[src/rtl/hazard_pkg.sv]
// Shared types and helpers for the pipeline hazard control block.
package hazard_pkg;

    typedef enum logic [1:0] {
        FWD_RF = 2'b00,
        FWD_W  = 2'b01,
        FWD_M  = 2'b10
    } fwd_sel_t;

    localparam logic [1:0] RESULT_SRC_LOAD = 2'b01;

    typedef enum logic {
        MEM_IDLE = 1'b0,
        MEM_WAIT = 1'b1
    } mem_state_t;

    // Forward source for one Execute operand. Memory stage wins over
    // Writeback because it holds the younger result. x0 is never forwarded.
    function automatic fwd_sel_t fwd_select(
        input logic [4:0] rs_e,
        input logic [4:0] rd_m,
        input logic       wr_m,
        input logic [4:0] rd_w,
        input logic       wr_w
    );
        if (wr_m && (rd_m != 5'd0) && (rd_m == rs_e))
            return FWD_M;
        else if (wr_w && (rd_w != 5'd0) && (rd_w == rs_e))
            return FWD_W;
        else
            return FWD_RF;
    endfunction

endpackage

[src/rtl/hazard_unit_sat_counter.sv]
// Saturating up-counter used for the hazard performance statistics.
module sat_counter #(
    parameter int WIDTH = 32
) (
    input  logic             clk,
    input  logic             rst_n,
    input  logic             inc,
    output logic [WIDTH-1:0] count
);

    // Count up on inc, holding at all-ones once reached.
    always_ff @(posedge clk or negedge rst_n) begin
        if (!rst_n)
            count <= '0;
        else if (inc && (count != {WIDTH{1'b1}}))
            count <= count + WIDTH'(1);
    end

endmodule

[src/rtl/hazard_unit.sv]
// Hazard control for the 5-stage pipeline: operand forwarding, load-use
// and memory-wait stalls, branch flushes, and performance counters.
module hazard_unit
    import hazard_pkg::*;
#(
    parameter int MEM_TIMEOUT = 255,
    parameter int CNT_W       = 32
) (
    input  logic             clk,
    input  logic             rst_n,
    input  logic [4:0]       Rs1D,
    input  logic [4:0]       Rs2D,
    input  logic [4:0]       Rs1E,
    input  logic [4:0]       Rs2E,
    input  logic [4:0]       RdE,
    input  logic [4:0]       RdM,
    input  logic [4:0]       RdW,
    input  logic             RegWriteM,
    input  logic             RegWriteW,
    input  logic [1:0]       ResultSrcE,
    input  logic             PCSrcE,
    input  logic             MemReqM,
    input  logic             MemReadyM,
    output logic [1:0]       ForwardAE,
    output logic [1:0]       ForwardBE,
    output logic             StallF,
    output logic             StallD,
    output logic             StallE,
    output logic             StallM,
    output logic             StallW,
    output logic             FlushD,
    output logic             FlushE,
    output logic             MemErr,
    output logic [CNT_W-1:0] StallCycles,
    output logic [CNT_W-1:0] RedirectCount
);

    localparam logic [15:0] TIMEOUT_LAST = 16'(MEM_TIMEOUT - 1);

    mem_state_t  state_reg;
    mem_state_t  state_next;
    logic [15:0] wait_cnt_reg;
    logic        mem_err_reg;
    logic        timeout;
    logic        mem_stall;
    logic        lw_stall;

    // Operand A uses Rs1E, operand B uses Rs2E; identical selection logic.
    logic [4:0] rs_e [2];
    fwd_sel_t   fwd  [2];

    assign rs_e[0] = Rs1E;
    assign rs_e[1] = Rs2E;

    generate
        for (genvar gi = 0; gi < 2; gi++) begin : g_fwd
            assign fwd[gi] = fwd_select(rs_e[gi], RdM, RegWriteM, RdW, RegWriteW);
        end
    endgenerate

    assign ForwardAE = fwd[0];
    assign ForwardBE = fwd[1];

    // Memory wait FSM state register.
    always_ff @(posedge clk or negedge rst_n) begin
        if (!rst_n)
            state_reg <= MEM_IDLE;
        else
            state_reg <= state_next;
    end

    // Next-state logic: enter WAIT on an unacknowledged access, leave on
    // ready or when the wait budget is exhausted.
    always_comb begin
        state_next = state_reg;
        case (state_reg)
            MEM_IDLE: if (MemReqM && !MemReadyM) state_next = MEM_WAIT;
            MEM_WAIT: if (MemReadyM || timeout)  state_next = MEM_IDLE;
            default:  state_next = MEM_IDLE;
        endcase
    end

    // Stall/flush outputs. A memory stall freezes everything and defers any
    // flush; the frozen E stage keeps PCSrcE asserted until it can act.
    always_comb begin
        timeout   = (state_reg == MEM_WAIT) && (wait_cnt_reg == TIMEOUT_LAST);
        mem_stall = MemReqM && !MemReadyM && !timeout;
        lw_stall  = (ResultSrcE == RESULT_SRC_LOAD) && (RdE != 5'd0) &&
                    ((RdE == Rs1D) || (RdE == Rs2D));
        StallF    = lw_stall || mem_stall;
        StallD    = lw_stall || mem_stall;
        StallE    = mem_stall;
        StallM    = mem_stall;
        StallW    = mem_stall;
        FlushD    = PCSrcE && !mem_stall;
        FlushE    = (lw_stall || PCSrcE) && !mem_stall;
    end

    // Wait-cycle counter: cleared while idle, counts every WAIT cycle.
    always_ff @(posedge clk or negedge rst_n) begin
        if (!rst_n)
            wait_cnt_reg <= 16'd0;
        else if (state_reg == MEM_IDLE)
            wait_cnt_reg <= 16'd0;
        else
            wait_cnt_reg <= wait_cnt_reg + 16'd1;
    end

    // Sticky error flag; only reset clears a memory timeout.
    always_ff @(posedge clk or negedge rst_n) begin
        if (!rst_n)
            mem_err_reg <= 1'b0;
        else if (timeout)
            mem_err_reg <= 1'b1;
    end

    assign MemErr = mem_err_reg;

    sat_counter #(.WIDTH(CNT_W)) u_stall_cnt (
        .clk   (clk),
        .rst_n (rst_n),
        .inc   (StallF),
        .count (StallCycles)
    );

    sat_counter #(.WIDTH(CNT_W)) u_redirect_cnt (
        .clk   (clk),
        .rst_n (rst_n),
        .inc   (FlushD),
        .count (RedirectCount)
    );

endmodule

[config.mk]
export PLATFORM = sky130hd
export DESIGN_NAME = hazard_unit
export DESIGN_NICKNAME = d
export VERILOG_FILES = /design/src/rtl/hazard_pkg.sv /design/src/rtl/hazard_unit_sat_counter.sv /design/src/rtl/hazard_unit.sv
export SDC_FILE = /design/constraint.sdc
export NUM_CORES = 1
export LEC_CHECK = 0
export BUFFER_PORTS_ARGS = -buffer_cell sky130_fd_sc_hd__buf_2
export CAP_MARGIN = 20
export CORE_MARGIN = 10
export CORE_UTILIZATION = 50
export CTS_CLUSTER_SIZE = 16
export DETAILED_ROUTE_END_ITERATION = 10
export PLACE_DENSITY = 0.77
export SLEW_MARGIN = 20
export SYNTH_ARGS = -nofsm -noshare
export SYNTH_HDL_FRONTEND = slang
export SYNTH_SLANG_ARGS = --single-unit
[constraint.sdc]
create_clock -name clk -period 7.9 [get_ports clk]
set_input_delay 1.58 -clock clk [delete_from_list [all_inputs] [get_ports clk]]
set_output_delay 1.58 -clock clk [all_outputs]
set_load 0.01 [all_outputs]
==> parameters.txt, run 1 <==
Parameter                              Value

Outcome
  Outcome    completed

STA
  Worst Max-Slew Pin Slew    1.032 ns
  Final setup violation count    0
  Final critical-path share of the clock period    61.50%
  F_max    205.8 MHz
  Final hold vios    0
  RSZ-0062 raised after global routing    false
  Slew Limit Headroom    30.55%
  Aggregate negative setup slack    0 ns
  Post-route clock skew    0.01525 ns
  Minimum clock period after layout    4.858 ns
  Total count of max-transition violations in the final report    0

Global routing
  Maximum number of pins on one net before global-route repair    83
  First-pass GRT wire length    18470 um
  Overflow left after global routing    0
  Vias in the first global route    3827
  Antenna violations before repair    0
  Total GRT Usage    17.09%

Synth
  Register area share after synthesis    46.66%
  Dominant register cell in the synthesized netlist    sky130_fd_sc_hd__dfrtp_1
  Post-synthesis net count    473
  Leading post-synthesis cells by instance count    sky130_fd_sc_hd__dfrtp_1, sky130_fd_sc_hd__xnor2_1, sky130_fd_sc_hd__xor2_1, sky130_fd_sc_hd__nand3_1, sky130_fd_sc_hd__nand2_1
  Flop and latch count out of synthesis    82
  Leading area contributor after synthesis    sky130_fd_sc_hd__dfrtp_1
  Syn_area_per_cell    10.35 sq um
  Share of flip-flops with an asynchronous set or reset    100.0%
  Warnings, synthesis    0
  Number of enable flip-flop cells after synthesis    0
  Number of standard cells after synthesis    425
  Most used standard cell by instance count after synthesis    sky130_fd_sc_hd__dfrtp_1
  Unique cell type count in the Yosys netlist    42
  Ranking of synthesized cells by area    sky130_fd_sc_hd__dfrtp_1, sky130_fd_sc_hd__xnor2_1, sky130_fd_sc_hd__xor2_1
  Netlist Area Pre-Place    4398 sq um
  Yosys top cell area share    46.66%

Floorplan
  Die Outline Area    12950 sq um
  I/O pin count    120
  Vertical die dimension    113.8 um
  Area of the core region    8636 sq um
  Effective utilization at floorplan    50.93%
  Die Width    113.8 um
  Number of rows in the core area    34

Clocking
  Clock sink count    82
  TritonCTS clock tree    yes
  Post-CTS setup buffer count    0
  Number of buffers inserted by hold repair at cts    0
  Number of levels in the clock H-tree    3
  Worst skew pair latency    0.36 ns
  Clock root cell    sky130_fd_sc_hd__clkbuf_8
  CTS max path bufs    2
  Number of clock buffers inserted by TritonCTS    9
  Cells resized by post-CTS repair    0
  Clk pin slew, worst setup/hold paths    0.09 ns

Route
  Total detailed-routing wirelength    10960 um
  Iteration count of the initial detailed-routing pass    5
  Number of DRC markers in iteration 0    177
  WL per Instance    16.56 um
  DRC violations left    0
  Average vias per placed instance    5.511
  Via total after detailed routing    3648
  Count of antenna-violating nets left after detailed routing    0

Finish
  Layout overhead on the synthesized area    20.68%
  Share of cells above drive strength 1    27.80%
  Net count reported at finish    597
  Final core occ    61.46%
  Final Non-Filler Cells    662
  Antenna diodes    0

Critical path
  Worst EP required    6.32 ns
  Capture instance of the worst register-to-register path    u_redirect_cnt.count[19]
  Capturing instance or port of the critical path    StallD
  Register-to-Register Setup Slack    4.89 ns
  Worst reg2reg path startpoint    state_reg
  Crit path launch type    primary input
  Data arrival time of the critical path    3.28 ns
  Number of cell instances on the worst register-to-register path    6
  Max Fanout on Critical Path    24
  Crit path launch    RdE[1]
  Category of the critical setup timing path    primary input to primary output
  Critical Path Sink Type    primary output

Pwr
  VDD IR max    0.1395 mV
  Design Power    979.9 uW
  Leakage power of the design    0.002610 uW
  PD cells    184.6 nW/um^2

Placed design
  Input/output buffers    119
  RD Place Congestion    0.8370
  Instance count after placement with tap cells included    646
  Total half-perimeter wirelength after legalization and detailed placement    8314 um

Min path
  Min-Delay Path Class    flip-flop to flip-flop
  Worst min-delay path startpoint    MemErr

Job
  Number of maximum-capacitance violations    0
## layer usage
layer  up-vias  wire length [um]  global-route usage [%]
met3        25               593                   4.042
met2        97              5510                   27.68
li1       1744                 -                       -
met4         0               258                   8.688
met5         -                 0                       0
met1      1782              4601                   20.82
## report_power, final
part	internal [uW]	total, uW	switching (uW)
sequential	453	500	46.5
clock	157	319	162
combinational	77.0	161	83.9
## cells by family (layout without fill, tap and decap cells)
logic type / count (synthesis) / after routing / share of synthesized area (%)
AOI/OAI and AO/OA: 16 / 16 / 3.015
xor gates and xnor gates: 103 / 103 / 20.51
adders and majority gates: 4 / 4 / 1.138
buffers and inverters: 20 / 149 / 2.276
DFF: 82 / 82 / 46.66
muxes: 2 / 2 / 0.5121
and+or+nand+nor: 198 / 198 / 25.89
## how the worst min path moves through the flow
stage | end | slack, ns | cells after the start
2_1_floorplan | wait_cnt_reg[0] | 0.47 | 1
3_3_place_gp | MemErr | 0.45 | 1
3_5_place_dp | MemErr | 0.47 | 1
4_1_cts | MemErr | 0.49 | 1
5_1_grt | u_stall_cnt.count[12] | 0.51 | 1
6_report | MemErr | 0.48 | 1
## area by class of cell
cell class | instances | area (sq um)
inverters | 11 | 41.29
well taps | 108 | 135.1
multi-input cells | 323 | 2246
clock buffers | 10 | 137.6
repair buffers | 122 | 624.3
clock inverters | 6 | 71.32
flip-flops and latches | 82 | 2052
fillers | 736 | 3328
## through the flow
stage          cell area [sq um]  setup slack (ns)  hold slack, ns
6_report                    5308             3.042          0.4754
5_1_grt                     5308             2.900          0.5087
4_1_cts                     5304             3.041          0.4850
3_5_place_dp                5095             3.038          0.4656
3_3_place_gp                5095             3.092          0.4509
2_1_floorplan               4398             3.312          0.4690
## critical path, cell delays in order
cell and delay, ns:
sky130_fd_sc_hd__buf_2 0.12, sky130_fd_sc_hd__or4_1 0.50, sky130_fd_sc_hd__o21ai_0 0.28, sky130_fd_sc_hd__inv_1 0.14, sky130_fd_sc_hd__a21oi_2 0.15, sky130_fd_sc_hd__buf_4 0.27
sky130_fd_sc_hd__inv_1 0.08, sky130_fd_sc_hd__buf_2 0.15
## cell usage in the layout, fill, tap and decap left out, types with 3 or more instances in the layout
cell,netlist,final
sky130_fd_sc_hd__nand3_1,41,41
sky130_fd_sc_hd__nor4_1,17,17
sky130_fd_sc_hd__buf_4,4,3
sky130_fd_sc_hd__and2_1,15,15
sky130_fd_sc_hd__dfrtp_1,82,82
sky130_fd_sc_hd__inv_1,11,11
sky130_fd_sc_hd__clkbuf_8,0,10
sky130_fd_sc_hd__or3_1,3,3
sky130_fd_sc_hd__and3_1,10,10
sky130_fd_sc_hd__a21boi_0,3,3
sky130_fd_sc_hd__ha_1,4,4
sky130_fd_sc_hd__nor2_1,11,11
sky130_fd_sc_hd__or4_1,6,6
sky130_fd_sc_hd__nand2_1,31,31
sky130_fd_sc_hd__buf_2,2,118
sky130_fd_sc_hd__nor4b_1,3,3
sky130_fd_sc_hd__xnor2_1,56,56
sky130_fd_sc_hd__xor2_1,47,47
sky130_fd_sc_hd__o21ai_0,7,7
sky130_fd_sc_hd__nand4_1,20,20
sky130_fd_sc_hd__nor3_1,21,21
sky130_fd_sc_hd__nor2b_1,4,4
sky130_fd_sc_hd__and4_1,3,3
Note: power is estimated with default switching activity, not from simulation.
==> inputs of run 2 (changes only) <==
==> constraint.sdc (replaced) <==
create_clock -name clk -period 4.95 [get_ports clk]
set_input_delay 0.99 -clock clk [delete_from_list [all_inputs] [get_ports clk]]
set_output_delay 0.99 -clock clk [all_outputs]
set_load 0.01 [all_outputs]
==> run 2 against run 1 <==
Wire length is 2.0% lower. Clock skew hardly changed. Largest cell class unchanged. Critical path depth is 1 lower. Sequential share of layout area is 0.19 points higher. Die area stayed put. Final cell count stayed put. Worst hold slack better by 0.0039 ns. Highest routed layer unchanged. Total power is 54% higher.
==> parameters.txt, run 2 (synthesized netlist as in run 1, its figures left out) <==
Parameter                              Value

Finish
  Layout overhead on the synthesized area    20.09%
  Most frequent standard cell in the layout excluding fill and tap cells    sky130_fd_sc_hd__buf_2
  Fill cell count    765
  Net count reported at finish    597
  Most frequent cells in the layout    sky130_fd_sc_hd__buf_2, sky130_fd_sc_hd__dfrtp_1, sky130_fd_sc_hd__xnor2_1
  Share of cells above drive strength 1    27.80%
  Antenna diodes    0

Pwr
  VDD IR max    0.2560 mV
  Leakage power of the design    0.002604 uW
  PD cells    286.1 nW/um^2

Critical path
  Max Fanout on Critical Path    24
  Register-to-Register Setup Slack    1.93 ns
  Category of the critical setup timing path    flip-flop to primary output
  Critical Path Sink Type    primary output
  Worst EP required    3.96 ns
  Crit path launch type    flip-flop
  Data arrival time of the critical path    2.78 ns

Clocking
  CTS max path bufs    2
  Clk pin slew, worst setup/hold paths    0.09 ns
  Number of levels in the clock H-tree    3
  Clock root cell    sky130_fd_sc_hd__clkbuf_8
  Clock sink count    82
  Cells resized by post-CTS repair    0
  Worst skew pair latency    0.36 ns
  Number of buffers inserted by hold repair at cts    0
  Number of clock buffers inserted by TritonCTS    9
  Post-CTS setup buffer count    0
  TritonCTS clock tree    yes

STA
  F_max    265.2 MHz
  Final setup violation count    0
  Final hold vios    0
  Post-route clock skew    0.01495 ns
  Total count of max-transition violations in the final report    0
  Minimum clock period after layout    3.771 ns
  Aggregate negative setup slack    0 ns
  Worst Max-Slew Pin Slew    1.032 ns
  RSZ-0062 raised after global routing    false
  Final critical-path share of the clock period    76.18%
  Slew Limit Headroom    30.58%
  Final WS setup    1.179 ns

Placed design
  Worst Setup Slack post-DPL    1.293 ns
  Input/output buffers    119
  RD Place Congestion    0.8494
  Total half-perimeter wirelength after legalization and detailed placement    8178 um

Floorplan
  Number of rows in the core area    34
  Die Outline Area    12950 sq um
  I/O pin count    120
  Die Width    113.8 um
  Vertical die dimension    113.8 um
  Area of the core region    8636 sq um
  Effective utilization at floorplan    50.93%

Route
  Total detailed-routing wirelength    10750 um
  Iteration count of the initial detailed-routing pass    4
  WL per Instance    16.23 um
  Count of antenna-violating nets left after detailed routing    0
  DRC violations left    0
  Number of DRC markers in iteration 0    103
  Average vias per placed instance    5.492
  Via total after detailed routing    3636

Job
  Number of maximum-capacitance violations    0

Global routing
  First-pass GRT wire length    17870 um
  Routing layer with the top usage in global route    met2
  Vias in the first global route    3728
  Global-route met2 utilization    27.57%
  Met3 GRT Util    4.462%
  Overflow left after global routing    0
  Antenna violations before repair    0
  Met1 layer usage reported by global route    19.86%
  Maximum number of pins on one net before global-route repair    83
  Total GRT Usage    16.48%

Min path
  Min-Delay Path Class    flip-flop to flip-flop

Outcome
  Outcome    completed
## run 2: cell count changes in the layout (fill, tap and decap cells not counted), sizes merged
cell	before	now
inv	13	16
bufinv	1	0
clkbuf	10	9
clkinvlp	2	1
## run 2: cell type report
type	instances	area, sq um	area share (%)
clock buffer	9	123.9	2.345
clock inverter	7	58.81	1.113
inverter	11	41.29	0.7818
multi-input combinational	323	2246	42.53
sequential	82	2052	38.85
tap	108	135.1	2.559
timing repair buffer	122	624.3	11.82
## run 2: power by group
group | internal [uW] | total [uW] | switching, uW
Sequential | 723 | 796 | 72.3
Clock | 192 | 458 | 266
Combinational | 123 | 257 | 134
## run 2: final timing paths
| check | to | startpoint | depth (start not counted) |
|---|---|---|---|
| max reg2reg | u_redirect_cnt.count[23] | state_reg | 6 |
| min | MemErr | MemErr | 1 |
| min reg2reg | MemErr | MemErr | 1 |
| max | StallF | state_reg | 7 |
| min in group asynchronous | u_redirect_cnt.count[30] | rst_n | 1 |
| max in group asynchronous | u_stall_cnt.count[23] | rst_n | 1 |
## run 2: metal layers
layer	share of wire [%]	vias up	wire length (um)
met2	51	83	5470
li1	-	1746	-
met5	0	-	0
met3	5.6	17	602
met1	42	1790	4486
met4	1.7	0	185
## run 2: through the flow
step	util [%]	power (uW)	instance area, sq um	instances	hold slack, ns
2_1_floorplan	-	938.3	4398	425	0.4690
3_3_place_gp	59.00	1059	5095	646	0.4505
3_5_place_dp	59.00	1070	5095	646	0.4690
4_1_cts	61.11	1528	5278	662	0.4897
5_1_grt	61.16	1597	5281	662	0.5054
6_report	61.16	1511	5281	662	0.4793
## run 2: worst max-delay path, stage by stage, from the launching register on
cell	delay [ns]
sky130_fd_sc_hd__dfrtp_1	0.62
sky130_fd_sc_hd__or4b_4	0.54
sky130_fd_sc_hd__o41ai_4	0.39
sky130_fd_sc_hd__nor2_2	0.21
sky130_fd_sc_hd__a21oi_2	0.15
sky130_fd_sc_hd__buf_4	0.28
sky130_fd_sc_hd__inv_1	0.08
sky130_fd_sc_hd__buf_2	0.14
==> inputs of run 3 (changes only) <==
==> constraint.sdc (replaced) <==
create_clock -name clk -period 3.9 [get_ports clk]
set_input_delay 0.78 -clock clk [delete_from_list [all_inputs] [get_ports clk]]
set_output_delay 0.78 -clock clk [all_outputs]
set_load 0.01 [all_outputs]
==> run 3 against run 2 <==
Register-to-register slack got worse by 0.88 ns. Critical path depth down 1. Core utilization up 0.78 points. Combinational power increased by 28%. Final cell count is 0.30% higher. Largest power group unchanged.
==> parameters.txt, run 3 (synthesized netlist as in run 1, its figures left out) <==
Parameter                              Value

Outcome
  Outcome    completed

Global routing
  First-pass GRT wire length    18130 um
  Total GRT Usage    16.82%
  Overflow left after global routing    0
  Antenna violations before repair    0
  Vias in the first global route    3694
  Maximum number of pins on one net before global-route repair    83

Finish
  Most frequent cells in the layout    sky130_fd_sc_hd__buf_2, sky130_fd_sc_hd__dfrtp_1, sky130_fd_sc_hd__xnor2_1
  Final std cell area, no fill    5349 sq um
  Net count reported at finish    599
  Most frequent standard cell in the layout excluding fill and tap cells    sky130_fd_sc_hd__buf_2
  Share of cells above drive strength 1    27.88%
  Antenna diodes    0
  Layout overhead on the synthesized area    21.62%

Critical path
  Worst EP required    3.12 ns
  Critical Path Sink Type    primary output
  Register-to-Register Setup Slack    1.05 ns
  Critical-path cell with the highest stage delay    sky130_fd_sc_hd__dfrtp_1
  Slowest cell delay on critical path    0.61 ns
  Number of cell instances on the worst register-to-register path    6
  Crit path launch type    flip-flop
  Category of the critical setup timing path    flip-flop to primary output
  WP depth    6
  Cells traversed along the worst timing path    or4b_4 -> o41ai_4 -> nor2_2 -> a21oi_2 -> inv_1 -> buf_2
  Worst reg2reg path startpoint    state_reg
  Worst path buffer plus inverter count    2
  Max Fanout on Critical Path    18
  Cell family with the largest share of critical-path delay    simple AND/OR/NAND/NOR gates
  Capture instance of the worst register-to-register path    u_redirect_cnt.count[20]
  Data arrival time of the critical path    2.51 ns

STA
  RSZ-0062 raised after global routing    false
  Final setup violation count    0
  Minimum clock period after layout    3.286 ns
  Final Hold Slack    0.3089 ns
  Final critical-path share of the clock period    84.26%
  Worst Max-Slew Pin Slew    0.9868 ns
  Final WS setup    0.6140 ns
  Post-route clock skew    0.006346 ns
  F_max    304.3 MHz
  Aggregate negative setup slack    0 ns
  Total count of max-transition violations in the final report    0
  Final hold vios    0
  Slew Limit Headroom    33.61%

Clocking
  Number of levels in the clock H-tree    3
  Clk pin slew, worst setup/hold paths    0.09 ns
  Worst skew pair latency    0.35 ns
  Cells resized by post-CTS repair    0
  CTS max path bufs    2
  TritonCTS clock tree    yes
  Clock root cell    sky130_fd_sc_hd__clkbuf_8
  Number of clock buffers inserted by TritonCTS    9
  Number of buffers inserted by hold repair at cts    0
  Post-CTS setup buffer count    0
  Clock sink count    82

Placed design
  Input/output buffers    119
  RD Place Congestion    0.8551
  Total half-perimeter wirelength after legalization and detailed placement    8348 um
  Worst Setup Slack post-DPL    0.8441 ns
  Cell Area, Placed    5102 sq um

Job
  Number of maximum-capacitance violations    0

Floorplan
  Effective utilization at floorplan    50.93%
  I/O pin count    120
  Area of the core region    8636 sq um
  Die Width    113.8 um
  Number of rows in the core area    34
  Die Outline Area    12950 sq um
  Vertical die dimension    113.8 um

Route
  WL per Instance    16.43 um
  DRC violations left    0
  Number of DRC markers in iteration 0    152
  Total detailed-routing wirelength    10910 um
  Average vias per placed instance    5.435
  Via total after detailed routing    3609
  Iteration count of the initial detailed-routing pass    4
  Count of antenna-violating nets left after detailed routing    0

Pwr
  Leakage power of the design    0.002638 uW
  PD cells    377.6 nW/um^2
  VDD IR max    0.2962 mV

Min path
  Min-Delay Path Class    primary input to asynchronous set/reset pin
run 3: cell types whose count changed in the layout (fill, tap and decap cells not counted), moves of 2 or more:
cell / change
sky130_fd_sc_hd__clkinv_4: +3
sky130_fd_sc_hd__inv_6: -4
sky130_fd_sc_hd__bufinv_16: +2
sky130_fd_sc_hd__buf_4: +2
run 3: final cells by class:
class,instances,area [sq um]
Clock buffer,10,127.6
Sequential cell,82,2052
Tap cell,108,135.1
Timing Repair Buffer,124,655.6
Clock inverter,6,91.34
Multi-Input combinational cell,323,2246
Inverter,11,41.29
Fill cell,738,3287
run 3: stage by stage:
step	instances	utilization, %	total power (uW)
6_report	664	61.94	2020
5_1_grt	664	61.94	2134
4_1_cts	663	61.62	2033
3_5_place_dp	647	59.08	1361
3_3_place_gp	647	59.08	1344
2_1_floorplan	425	-	1191
run 3: metal layers:
metal / part of all wire (%) / global-route usage (%) / vias up
li1: - / - / 1745
met2: 51 / 28.56 / 63
met4: 1.8 / 6.850 / 0
met1: 42 / 20.20 / 1785
met5: 0 / 0 / -
met3: 4.3 / 3.727 / 16
run 3: worst max-delay path by stage:
| stage | from | to | slack (ns) |
|---|---|---|---|
| floorplan | RdE[1] | StallF | 0.91 |
| global placement | RdE[1] | StallF | 0.86 |
| detailed placement | RdE[1] | StallF | 0.84 |
| CTS | state_reg | StallF | 0.58 |
| global route | state_reg | StallF | 0.42 |
| finish | state_reg | StallF | 0.61 |
run 3: report_power, final:
| group | total (uW) | switching, uW | internal (uW) |
|---|---|---|---|
| Combinational | 328 | 170 | 158 |
| Sequential | 1010 | 95.1 | 918 |
| Clock | 679 | 315 | 363 |
| Total | 2020 | 580 | 1440 |
